File: src/rtl/rv32i_types.sv
// Shared RV32I encodings and data-memory access types.
// Imported by the MEM-stage access unit and its helpers.
package rv32i_types;

  typedef enum logic [2:0] {
    lb  = 3'b000,
    lh  = 3'b001,
    lw  = 3'b010,
    lbu = 3'b100,
    lhu = 3'b101
  } load_funct3_t;

  typedef enum logic [2:0] {
    sb = 3'b000,
    sh = 3'b001,
    sw = 3'b010
  } store_funct3_t;

  typedef enum logic [1:0] {
    IDLE   = 2'd0,
    ACCESS = 2'd1,
    DONE   = 2'd2
  } dmem_state_t;

  typedef enum logic [1:0] {
    SZ_B = 2'd0,
    SZ_H = 2'd1,
    SZ_W = 2'd2
  } dmem_size_t;

  // Access width; any funct3 not naming a byte or half is a word.
  function automatic dmem_size_t dmem_size(
    input logic       is_load,
    input logic [2:0] f3
  );
    dmem_size_t s;
    s = SZ_W;
    if (is_load) begin
      case (f3)
        lb, lbu: s = SZ_B;
        lh, lhu: s = SZ_H;
        default: s = SZ_W;
      endcase
    end else begin
      case (f3)
        sb:      s = SZ_B;
        sh:      s = SZ_H;
        default: s = SZ_W;
      endcase
    end
    return s;
  endfunction

endpackage

File: src/rtl/dmem_access_if.sv
// Pipeline-side and memory-side signals of the MEM-stage access unit.
// slave is the access unit, master is whatever drives it.
interface dmem_access_if;
  logic        valid_i;
  logic        data_read;
  logic        data_write;
  logic [2:0]  funct3;
  logic [31:0] addr;
  logic [31:0] store_data;
  logic        mem_resp;
  logic [31:0] mem_rdata;
  logic        mem_read;
  logic        mem_write;
  logic [31:0] mem_address;
  logic [31:0] mem_wdata;
  logic [3:0]  mem_byte_enable;
  logic        stall;
  logic [31:0] load_data;
  logic        done;
  logic        misalign;

  modport slave (
    input  valid_i, data_read, data_write, funct3,
    input  addr, store_data, mem_resp, mem_rdata,
    output mem_read, mem_write, mem_address, mem_wdata,
    output mem_byte_enable, stall, load_data, done,
    output misalign
  );

  modport master (
    output valid_i, data_read, data_write, funct3,
    output addr, store_data, mem_resp, mem_rdata,
    input  mem_read, mem_write, mem_address, mem_wdata,
    input  mem_byte_enable, stall, load_data, done,
    input  misalign
  );
endinterface

File: src/rtl/dmem_load_extend.sv
// Selects the addressed byte/half of a memory word and
// sign- or zero-extends it to 32 bits.
module dmem_load_extend
  import rv32i_types::*;
(
  input  logic [2:0]  funct3_i,
  input  logic [1:0]  offset_i,
  input  logic [31:0] word_i,
  output logic [31:0] result_o
);

  logic [31:0] sh_w;
  logic [7:0]  b;
  logic [15:0] h;

  assign sh_w = word_i >> {offset_i, 3'b000};
  assign b    = sh_w[7:0];
  assign h    = offset_i[1] ? word_i[31:16] : word_i[15:0];

  // Extend the selected lane; unknown funct3 passes the word.
  always_comb begin
    result_o = word_i;
    case (funct3_i)
      lb:      result_o = {{24{b[7]}}, b};
      lbu:     result_o = {24'd0, b};
      lh:      result_o = {{16{h[15]}}, h};
      lhu:     result_o = {16'd0, h};
      default: result_o = word_i;
    endcase
  end

endmodule

File: src/rtl/dmem_access.sv
// MEM-stage data-memory access unit: issues one registered
// load/store, waits for mem_resp, returns extended load data.
module dmem_access
  import rv32i_types::*;
(
  input  logic          clk,
  input  logic          rst,
  dmem_access_if.slave  bus
);

  dmem_state_t state_q, state_d;
  logic        rd_q, rd_d;
  logic        wr_q, wr_d;
  logic [31:0] addr_q, addr_d;
  logic [31:0] wdata_q, wdata_d;
  logic [3:0]  be_q, be_d;
  logic        done_q, done_d;
  logic [31:0] load_q, load_d;
  logic [2:0]  f3_q, f3_d;
  logic [1:0]  off_q, off_d;

  logic        req;
  logic        misaligned;
  dmem_size_t  sz;
  logic [3:0]  be_new;
  logic [31:0] ext;

  assign req = bus.valid_i & (bus.data_read | bus.data_write);
  assign sz  = dmem_size(bus.data_read, bus.funct3);

  assign misaligned =
    ((sz == SZ_W) && (bus.addr[1:0] != 2'b00)) ||
    ((sz == SZ_H) && bus.addr[0]);

  // Lane mask for the incoming request; reads fetch the whole word.
  always_comb begin
    be_new = 4'b1111;
    if (!bus.data_read) begin
      unique case (1'b1)
        (sz == SZ_B): be_new = 4'b0001 << bus.addr[1:0];
        (sz == SZ_H): be_new = 4'b0011 << bus.addr[1:0];
        default:      be_new = 4'b1111;
      endcase
    end
  end

  dmem_load_extend u_ext (
    .funct3_i (f3_q),
    .offset_i (off_q),
    .word_i   (bus.mem_rdata),
    .result_o (ext)
  );

  // Next-state and next-output logic of the access FSM.
  always_comb begin
    state_d = state_q;
    rd_d    = rd_q;
    wr_d    = wr_q;
    addr_d  = addr_q;
    wdata_d = wdata_q;
    be_d    = be_q;
    done_d  = 1'b0;
    load_d  = load_q;
    f3_d    = f3_q;
    off_d   = off_q;
    unique case (state_q)
      IDLE: begin
        if (req && !misaligned) begin
          state_d = ACCESS;
          rd_d    = bus.data_read;
          wr_d    = ~bus.data_read;
          addr_d  = {bus.addr[31:2], 2'b00};
          wdata_d = bus.store_data << {bus.addr[1:0], 3'b000};
          be_d    = be_new;
          f3_d    = bus.funct3;
          off_d   = bus.addr[1:0];
        end
      end
      ACCESS: begin
        if (bus.mem_resp) begin
          state_d = DONE;
          rd_d    = 1'b0;
          wr_d    = 1'b0;
          done_d  = 1'b1;
          if (rd_q) load_d = ext;
        end
      end
      DONE: begin
        state_d = IDLE;
      end
      default: begin
        state_d = IDLE;
      end
    endcase
  end

  // State and registered outputs, synchronous reset.
  always_ff @(posedge clk) begin
    if (rst) begin
      state_q <= IDLE;
      rd_q    <= 1'b0;
      wr_q    <= 1'b0;
      addr_q  <= '0;
      wdata_q <= '0;
      be_q    <= '0;
      done_q  <= 1'b0;
      load_q  <= '0;
      f3_q    <= '0;
      off_q   <= '0;
    end else begin
      state_q <= state_d;
      rd_q    <= rd_d;
      wr_q    <= wr_d;
      addr_q  <= addr_d;
      wdata_q <= wdata_d;
      be_q    <= be_d;
      done_q  <= done_d;
      load_q  <= load_d;
      f3_q    <= f3_d;
      off_q   <= off_d;
    end
  end

  assign bus.mem_read        = rd_q;
  assign bus.mem_write       = wr_q;
  assign bus.mem_address     = addr_q;
  assign bus.mem_wdata       = wdata_q;
  assign bus.mem_byte_enable = be_q;
  assign bus.done            = done_q;
  assign bus.load_data       = load_q;
  assign bus.misalign        = (state_q == IDLE) & req & misaligned;
  assign bus.stall           =
    ((state_q == IDLE) & req & ~misaligned) | (state_q == ACCESS);

endmodule

File: src/flat_wrapper.sv
// flat-port wrapper written by rule: the top's interface ports become plain ports
module dmem_access_flat import rv32i_types::*;
  (clk, rst, bus_valid_i, bus_data_read, bus_data_write, bus_funct3, bus_addr, bus_store_data, bus_mem_resp, bus_mem_rdata, bus_mem_read, bus_mem_write, bus_mem_address, bus_mem_wdata, bus_mem_byte_enable, bus_stall, bus_load_data, bus_done, bus_misalign);
  dmem_access_if bus_i ();
  input  logic clk;
  input  logic rst;
  input wire logic [$bits(bus_i.valid_i)-1:0] bus_valid_i;
  input wire logic [$bits(bus_i.data_read)-1:0] bus_data_read;
  input wire logic [$bits(bus_i.data_write)-1:0] bus_data_write;
  input wire logic [$bits(bus_i.funct3)-1:0] bus_funct3;
  input wire logic [$bits(bus_i.addr)-1:0] bus_addr;
  input wire logic [$bits(bus_i.store_data)-1:0] bus_store_data;
  input wire logic [$bits(bus_i.mem_resp)-1:0] bus_mem_resp;
  input wire logic [$bits(bus_i.mem_rdata)-1:0] bus_mem_rdata;
  output wire logic [$bits(bus_i.mem_read)-1:0] bus_mem_read;
  output wire logic [$bits(bus_i.mem_write)-1:0] bus_mem_write;
  output wire logic [$bits(bus_i.mem_address)-1:0] bus_mem_address;
  output wire logic [$bits(bus_i.mem_wdata)-1:0] bus_mem_wdata;
  output wire logic [$bits(bus_i.mem_byte_enable)-1:0] bus_mem_byte_enable;
  output wire logic [$bits(bus_i.stall)-1:0] bus_stall;
  output wire logic [$bits(bus_i.load_data)-1:0] bus_load_data;
  output wire logic [$bits(bus_i.done)-1:0] bus_done;
  output wire logic [$bits(bus_i.misalign)-1:0] bus_misalign;
  assign bus_i.valid_i = bus_valid_i;
  assign bus_i.data_read = bus_data_read;
  assign bus_i.data_write = bus_data_write;
  assign bus_i.funct3 = bus_funct3;
  assign bus_i.addr = bus_addr;
  assign bus_i.store_data = bus_store_data;
  assign bus_i.mem_resp = bus_mem_resp;
  assign bus_i.mem_rdata = bus_mem_rdata;
  assign bus_mem_read = bus_i.mem_read;
  assign bus_mem_write = bus_i.mem_write;
  assign bus_mem_address = bus_i.mem_address;
  assign bus_mem_wdata = bus_i.mem_wdata;
  assign bus_mem_byte_enable = bus_i.mem_byte_enable;
  assign bus_stall = bus_i.stall;
  assign bus_load_data = bus_i.load_data;
  assign bus_done = bus_i.done;
  assign bus_misalign = bus_i.misalign;
  dmem_access u_core (.clk(clk), .rst(rst), .bus(bus_i));
endmodule
File: config.mk
export PLATFORM = sky130hd
export DESIGN_NAME = dmem_access_flat
export DESIGN_NICKNAME = d
export VERILOG_FILES = /design/src/rtl/rv32i_types.sv /design/src/rtl/dmem_access_if.sv /design/src/rtl/dmem_load_extend.sv /design/src/rtl/dmem_access.sv /design/src/flat_wrapper.sv
export SDC_FILE = /design/constraint.sdc
export NUM_CORES = 1
export LEC_CHECK = 0
export ABC_AREA = 0
export CORE_ASPECT_RATIO = 0.6
export CORE_MARGIN = 2
export CORE_UTILIZATION = 40
export DETAILED_ROUTE_END_ITERATION = 8
export PLACE_DENSITY = 0.76
export SLEW_MARGIN = 20
export SYNTH_ARGS = -nofsm -noshare
export SYNTH_HDL_FRONTEND = slang
export SYNTH_SLANG_ARGS = --single-unit
File: constraint.sdc
create_clock -name clk -period 1.41 [get_ports clk]
set_input_delay 0.141 -clock clk [delete_from_list [all_inputs] [get_ports clk]]
set_output_delay 0.141 -clock clk [all_outputs]
set_load 0.1 [all_outputs]
Word-level counts from Yosys, hierarchy flattened. Index checks and enable logic that the tools add are counted.

Muxes and demuxes: 16. Equal/unequal tests: 11. Reduce and logical (&&, ||, !) cells: 18. Bitwise gates (word level): 9. Shift-type cells: 4.

Operators with widths (number): 32-bit case mux with 4 select lines (1); 32-bit by 5-bit left shift with 32-bit output (1); 32-bit by 5-bit >> shifter with 8-bit output (1); 16-bit 2-to-1 mux (1); 3-bit == test, second input constant (4); 2-bit case mux with 2 select lines (3); 4-bit case mux with 2 select lines (1); 3-bit by 1-bit == test with 1-bit output, second input constant (2); 3-bit zero test (2); 2-bit 2-to-1 mux (3); 3-bit AND reduction (2); 2-bit OR reduction (3); 1-bit AND (4); 2-bit by 1-bit == test with 1-bit output, second input constant (2); 2-bit zero test (2); 1-bit 2-to-1 mux (4); 4-bit 2-to-1 mux (1); 1-bit case mux with 2 select lines (2); 2-bit AND reduction (2); 2-bit nonzero test (2); 1-bit by 2-bit left shift with 4-bit output, first input constant (1); 2-bit by 2-bit left shift with 4-bit output, first input constant (1); 1-bit logical AND (3); 1-bit inverter (3); 6 further kinds (7).

Input port bits: 105. Logic and storage cells: 68. Output and inout port bits: 105. Register bits: 108.

Depth between registers and ports, before layout. Gate-level depths: netlist of the first run.

Depth after elaboration: 11. Gate-level depth with buffers: 7. Mapped depth without buffers: 4.

By module. Synthesis of the first run repeated with hierarchy kept, for this count alone.

Cells, all modules: 680. Area total of the unflattened synthesis: 5401.4 µm².

Modules (own cells, without submodules): dmem_access (cells each 571, times used 1, area each 4773.3 µm², seq. area each 2162.1 µm²); dmem_load_extend (cells each 109, times used 1, area each 628.1 µm², seq. area each 0.0 µm²).

Worst setup path before layout of the first run. Ideal clock, no wire load.

Kind: register to output. Start: register u_core.state_q[0]. End: output port bus_stall. Path buffers: 0. Slack: -1.296 ns. Data arrival time: 2.565 ns. Data required time: 1.269 ns. Cell stages (with the launch flop): 3. Cell sequence: dfxtp_1 inv_1 o21ai_0.

Longest elaborated chain between the ends: 4. Elaborated cells between the ends (all ways): 5. Classes of those cells: eq/ne (1); bitwise (3); reduce/logical (1).

Ends and longest elaborated chain: from (decl) (RTL line dmem_access.sv:11) `dmem_state_t state_q, state_d;`; from (signal assigned) (RTL line dmem_access.sv:111) `state_q <= state_d;`; 2-bit zero test (RTL line dmem_access.sv:133) `((state_q == IDLE) & req & ~misaligned) | (state_q == ACCESS);`; 1-bit AND (2 in series) (RTL line dmem_access.sv:133); 1-bit OR (*) (RTL line dmem_access.sv:133); to (decl) (RTL line flat_wrapper.sv:20) `output wire logic [$bits(bus_i.stall)-1:0] bus_stall;`.

Every way passes the cells marked *; elsewhere a longest branch is shown, timed or not.

Final worst setup path of the first run.
Start: register u_core.state_q[1]. End: output port bus_stall.

The elaborated chain is that of the path after synthesis.

==> summary.md, run 1 <==
| Metric | Value |
|---|---|
| Reg2Reg Depth | 6 |
| Clk_skew | 0.00786 ns |
| Placeable Area | 13700 µm² |
| Drt first-iter violations | ~540 |
| Post-synthesis cell count | ~640 |
| Die area | 15000 µm² |
| Required time of the critical path | 1.27 ns |
| Final WS setup | -0.275 ns |
| Starting Density | 41.1% |
| Max cap viols | 0 |
| Row cnt | 33 |
| Hold bufs inserted after CTS | 0 |
| Placed Cells | 1046 |
| Clock tree buffer depth | 2 |
| Top FF cell, synth | dfxtp_1 |
| Critical Path End Type | output pin |
| Critical path launch point type | register |
| I/O pins | 210 |
| Reg-to-Reg End | u_core.bus.load_data[14]$_SDFFE_PP0P_ |
| Syn Area/Cell | between 8 and 9 µm² |
| Max_slew headroom | between 60% and 70% |
| Post-synth top cells | dfxtp_1, a21oi_1, nand4_1, o31ai_1, nand2_1 |
| Vias in the first global route | 6522 |
| Setup violators final | 97 |
| Library cells used by synthesis | 58 |
| Crit Path Class | reg2out |
| HP Class | in2reg |
| WL final | 25800 µm |
| FF+latch count, synth | between 100 and 150 |
| Vias per inst | 6.19 |
| DP Wirelength | 15100 µm |
| First-pass GRT wire length | roughly 36000 µm |
| Total CTS buffers | 9 |
| Worst-skew pair later-pin latency | 0.34 ns |
| Cell taking the most area after synthesis | dfxtp_1 |
| Post-Syn Area | 5610 µm² |
| Layout area overhead | 95.1% |
| Status | complete, but fails checks |
| YS warnings | 0 |
| DRT antenna net count | 0 |
| I/O Buffers | 207 |
| Worst vdd ir | around 0.7 mV |
| Fraction of registers with async set/reset | 0% |
| Number of diodes | 0 |
| DRC viols | 0 |
| Fmax achieved | 594 MHz |
| Leak | 3.90 nW |
| Worst Setup SP | u_core.state_q[1]$_SDFFE_PP0P_ |
| Slew Limit Fails | 0 |
| GPL Wtd Cong | 0.920 |
| Reg-to-Reg Start | u_core.f3_q[0]$_SDFFE_PP0P_ |
| Overflow after GRT | 0 |
| Min cycle time layout | 1.68 ns |
| Post-route clock period utilization | 119% |
| H-tree depth | 3 |
| Pwr dens | 823 nW/µm² |
| CTS root buf | clkbuf_16 |
| Synth area leaders | dfxtp_1, mux2i_1, o31ai_1, nand4_1, a21oi_1 |
| Worst Path Arrival | 1.54 ns |
| Total Nets Final | 998 |
| DR vias | 6738 |
| Worst Tran Pin Value | 0.563 ns |
| Layout cells sized above 1 | 41.2% |
| Yosys top cell area share | 38.5% |
| Top-count cell post-synth | dfxtp_1 |
| Sinks on Clock Net | 108 |
| Cell Count, Final, Fillers Out | ~1100 |
| Die Ht | 95.7 µm |
| Overall Global Routing Usage | 30.9% |
| Post-synthesis sequential area ratio | 38.5% |
| Failing checks | setup timing |
| Unrepaired setup endpoints after global routing | yes |
| # fillers | 732 |
| Total Power | between 9 and 10 mW |
| Width of the die | between 150 and 200 µm |
| 1st-pass router iterations | 7 |
| Clock-pin slew on the worst setup and hold paths | 0.08 ns |
| CTS tree | done |
| CP endpoint | bus_stall |
| Initial antenna violation count | 0 |
| Largest net degree at the start of global routing | 39 |
| CP max FO | 2 |
| Setup slack, reg-to-reg | -0.22 ns |
| Routed WL per cell | 23.6 µm |
| EDFF count, synth | 0 |
| Final hold viol count | 0 |
-- layout by cell type, fill, tap and decap left out, types with 5 or more instances in the layout --
cell type,Yosys,routed
nor2_1,36,35
inv_1,8,8
dfxtp_2,0,7
mux2_2,6,6
a211oi_2,11,24
mux2i_1,42,41
o31ai_2,0,7
buf_6,3,13
clkbuf_16,0,11
nand2b_1,11,11
clkdlybuf4s50_1,0,98
o31ai_1,51,29
a31o_1,5,5
nand2_1,45,37
o31ai_4,0,15
a21oi_2,0,13
a31oi_1,9,8
nor3_1,21,17
dfxtp_1,108,95
nor4_4,0,9
nand2_2,0,8
o21ai_0,11,9
o2bb2ai_1,9,9
dfxtp_4,0,6
nand3b_1,9,9
buf_12,0,121
a21oi_1,57,43
nand4_1,52,52
buf_4,7,69
-- worst min path at each step --
| stage | startpoint | endpoint | slack (ns) | cells after the start |
|---|---|---|---|---|
| 5_1_grt | rst | u_core.bus.mem_wdata[0]$_SDFFE_PP0P_ | 0.16 | 3 |
| 4_1_cts | rst | u_core.bus.mem_wdata[0]$_SDFFE_PP0P_ | 0.15 | 3 |
| 3_5_place_dp | u_core.bus.mem_address[9]$_SDFFE_PP0P_ | u_core.bus.mem_address[9]$_SDFFE_PP0P_ | 0.50 | 2 |
| 3_3_place_gp | rst | u_core.bus.mem_wdata[0]$_SDFFE_PP0P_ | 0.49 | 3 |
| 2_1_floorplan | bus_store_data[0] | u_core.bus.mem_wdata[0]$_SDFFE_PP0P_ | 0.28 | 2 |
| 6_report | rst | u_core.bus.mem_wdata[0]$_SDFFE_PP0P_ | 0.19 | 3 |
-- through the flow --
| stage | hold WS (ns) | utilization (%) | instance area (µm²) | setup TNS [ns] | setup WS (ns) |
|---|---|---|---|---|---|
| final | 0.194 | 80.1 | 10900 | -10.27 | -0.275 |
| after global routing | 0.157 | 80.1 | 10900 | -14.41 | -0.315 |
| after CTS | 0.150 | 77.4 | 10600 | -4.92 | -0.221 |
| after detailed placement | 0.499 | 69.2 | 9460 | -41.92 | -0.674 |
| after global placement | 0.489 | 69.2 | 9460 | -36.89 | -0.592 |
| after floorplan | 0.280 | - | 5710 | -1.05 | -0.0630 |
-- layout make-up --
type,instances,area [µm²],share of cell area [%]
repair buffers,317,4370,39.9
multi-input cells,449,3810,34.8
flip-flops and latches,108,2190,20.0
clock buffers,12,256,2.34
well taps,192,240,2.19
clock inverters,3,46.3,0.423
inverters,8,30.0,0.274
-- power breakdown --
| part | leakage (nW) | internal, mW | switching, mW |
|---|---|---|---|
| logic | 2.87 | 1.29 | 1.79 |
| clock network | 0.145 | 1.47 | 1.18 |
| registers | 0.883 | 3.14 | 0.127 |
-- state kept, by name, summed over array words and instances, names as in the netlist --
| register | flops |
|---|---|
| u_core.bus.done | 1 |
| u_core.bus.load_data | 32 |
| u_core.bus.mem_address | 30 |
| u_core.bus.mem_byte_enable | 4 |
| u_core.bus.mem_read | 1 |
| u_core.bus.mem_wdata | 32 |
| u_core.bus.mem_write | 1 |
| u_core.f3_q | 3 |
| u_core.off_q | 2 |
| u_core.state_q | 2 |
-- worst max-delay path, stage by stage, from the launching register on --
cell and delay [ns]:
dfxtp_4 0.36, nor2_4 0.17, o211a_4 0.19, nand3_2 0.08
buf_6 0.14, o21ai_4 0.06, buf_12 0.19
-- logic make-up (layout without fill, tap and decap cells) --
logic type                Yosys count  after routing  share of synthesized area (%)
and+or+nand+nor                   205            205                           19.8
AOI/OAI and AO/OA                 191            192                           25.0
DFF                               108            108                           38.5
buffers and inverters              86            340                           7.29
muxes                              49             49                           9.10
other                               1              2                         0.0668
xor gates and xnor gates            1              1                          0.156
-- routing by layer --
| metal | vias to the layer above | GRT usage (%) | share of wire, % |
|---|---|---|---|
| li1 | 2919 | - | - |
| met1 | 3248 | 37.3 | 39 |
| met2 | 473 | 51.9 | 47 |
| met3 | 98 | 10.2 | 10 |
| met4 | 0 | 11.7 | 3.8 |
| met5 | - | 0 | 0 |
-- what timing repair did --
action,4_1_cts,5_1_grt
pin swaps,46,44
endpoints found under the setup margin,101,104
cloned,6,3
gates resized for setup,105,63
buffers inserted,17,13
Note: power is estimated with default switching activity, not from simulation.
==> run 2: changes to the inputs <==
--- a/config.mk
+++ b/config.mk
@@ -9,6 +9,7 @@
 export CORE_ASPECT_RATIO = 0.6
 export CORE_MARGIN = 2
 export CORE_UTILIZATION = 40
+export CTS_BUF_LIST = sky130_fd_sc_hd__clkbuf_8
 export DETAILED_ROUTE_END_ITERATION = 8
 export PLACE_DENSITY = 0.76
 export SLEW_MARGIN = 20
==> constraint.sdc (replaced) <==
create_clock -name clk -period 1.4 [get_ports clk]
set_input_delay 0.14 -clock clk [delete_from_list [all_inputs] [get_ports clk]]
set_output_delay 0.14 -clock clk [all_outputs]
set_load 0.1 [all_outputs]
==> run 2 against run 1 <==
Against the previous run: the run still ends with setup timing left; hold slack worse by 0.045 ns; die area stayed put; highest routed layer is now met5; first-iteration DRC count increased by 15%; register-to-register slack about the same; critical endpoint unchanged; sequential cell count unchanged.
==> summary.md, run 2 (same netlist as run 1, synthesis figures left out) <==
| Metric | Value |
|---|---|
| Status | complete, but fails checks |
| Failing checks | setup timing |
| CTS tree | done |
| # fillers | 658 |
| Cell Count, Final, Fillers Out | 1104 |
| Pwr dens | about 750 nW/µm² |
| DRC viols | 0 |
| Min cycle time layout | 1.70 ns |
| Post-route clock period utilization | 122% |
| Most frequent cells in the layout | buf_12, clkdlybuf4s50_1, dfxtp_1 |
| Die area | ~15000 µm² |
| Drt first-iter violations | 626 |
| Critical path launch point type | register |
| Placeable Area | 13700 µm² |
| Slew Limit Fails | 0 |
| Total CTS buffers | 9 |
| Unrepaired setup endpoints after global routing | yes |
| Layout area overhead | 103% |
| Worst-skew pair later-pin latency | 0.37 ns |
| Width of the die | 157 µm |
| Buf/Inv on CP | 2 |
| I/O Buffers | 207 |
| Initial antenna violation count | 1 |
| Die Ht | roughly 96 µm |
| Layout cells sized above 1 | 46.4% |
| Setup TNS Final | -13.73 ns |
| GPL Wtd Cong | 0.959 |
| Vias per inst | 6.16 |
| Placed Cells | 1044 |
| Crit-path slowest cell | dfxtp_4 |
| Clock tree buffer depth | 2 |
| Overflow after GRT | 0 |
| I/O pins | 210 |
| Final hold viol count | 0 |
| Required time of the critical path | approximately 1.3 ns |
| Hold_ws | between 0.1 and 0.15 ns |
| Largest net degree at the start of global routing | 51 |
| First-pass GRT wire length | 35500 µm |
| Crit Path Class | reg2out |
| Critical Path End Type | output pin |
| 1st-pass router iterations | 6 |
| WL final | 26500 µm |
| CTS root buf | clkbuf_8 |
| Starting Density | 41.1% |
| DP Wirelength | ~15000 µm |
| Total Nets Final | a little over 1000 |
| Final WS setup | -0.304 ns |
| Max_slew headroom | 60.4% |
| Clk_skew | 0.0101 ns |
| CP top delay family | flip-flops |
| DRT antenna net count | 0 |
| Routed WL per cell | 24.0 µm |
| Worst Path Arrival | 1.56 ns |
| CP cell instances | nor2_4 > o211a_4 > nand3_4 > buf_6 > o21ai_4 > buf_12 |
| Worst Setup SP | u_core.state_q[0]$_SDFFE_PP0P_ |
| Fmax achieved | approximately 590 MHz |
| CP max FO | 2 |
| Setup Slack @ Placement | -0.673 ns |
| Row cnt | 33 |
| Clock-pin slew on the worst setup and hold paths | 0.10 ns |
| Number of diodes | 0 |
| Hold bufs inserted after CTS | 0 |
| H-tree depth | 3 |
| Worst vdd ir | 0.504 mV |
| Commonest non-fill, non-tap cell in the layout | buf_12 |
| Reg-to-Reg Start | u_core.off_q[0]$_SDFFE_PP0P_ |
| Worst Tran Pin Value | 0.590 ns |
| HP Class | in2reg |
| Overall Global Routing Usage | 30.3% |
| Setup slack, reg-to-reg | -0.23 ns |
| Vias in the first global route | 6549 |
| Max cap viols | 0 |
| Max incr delay on CP | 0.37 ns |
| Leak | 3.97 nW |
| Sinks on Clock Net | 108 |
| Setup violators final | 99 |
| Hold path startpoint | rst |
| DR vias | roughly 6800 |
[run 2: changes by cell type in the layout (fill, tap and decap cells not counted), sizes merged]
cell / delta
o22a: -1
buf: +12
clkdlybuf4s15: -1
clkbuf: +3
bufbuf: -1
clkdlybuf4s50: +2
dlymetal6s2s: -3
inv: +2
clkinv: +1
clkinvlp: -1
dlygate4sd2: +2
[run 2: through the flow]
step | util, % | cell area [µm²] | total power [mW]
global route | 83.4 | 11400 | 8.79
CTS | 77.9 | 10600 | 8.19
finish | 83.4 | 11400 | 8.57
global placement | 69.0 | 9430 | 5.86
floorplan | - | 5710 | 4.73
detailed placement | 69.0 | 9430 | 5.91
[run 2: what timing repair did]
item,CTS,global route
pin swaps,60,102
buffers inserted,19,26
resized for setup,133,118
setup endpoints to repair,91,99
gates cloned,8,8
[run 2: cell type report]
class	instances	area, µm²	area share, %
Clock buffer	10	138	1.21
Clock inverter	5	52.6	0.461
Inverter	8	30.0	0.263
Multi-Input combinational cell	448	4150	36.4
Sequential cell	108	2190	19.2
Tap cell	192	240	2.11
Timing Repair Buffer	333	4590	40.3
[run 2: power by group]
group	leakage (nW)	internal [mW]	total [mW]	switching, mW
clock	0.104	0.864	1.98	1.12
sequential	0.883	3.16	3.31	0.150
combinational	2.98	1.38	3.27	1.89
total	3.97	5.41	8.57	3.16
[run 2: layer usage]
layer,part of all wire [%],GRT usage [%]
met5,0.049,0
met4,3.1,7.80
met3,10,9.55
met2,47,51.1
met1,39,37.9
[run 2: path summary, 6_finish.rpt]
| kind | endpoint | cells after the start |
|---|---|---|
| setup / recovery | bus_stall | 6 |
| hold reg to reg | u_core.bus.mem_write$_SDFFE_PP0P_ | 2 |
| hold / removal | u_core.bus.mem_wdata[26]$_SDFFE_PP0P_ | 2 |
| setup reg to reg | u_core.bus.load_data[2]$_SDFFE_PP0P_ | 6 |
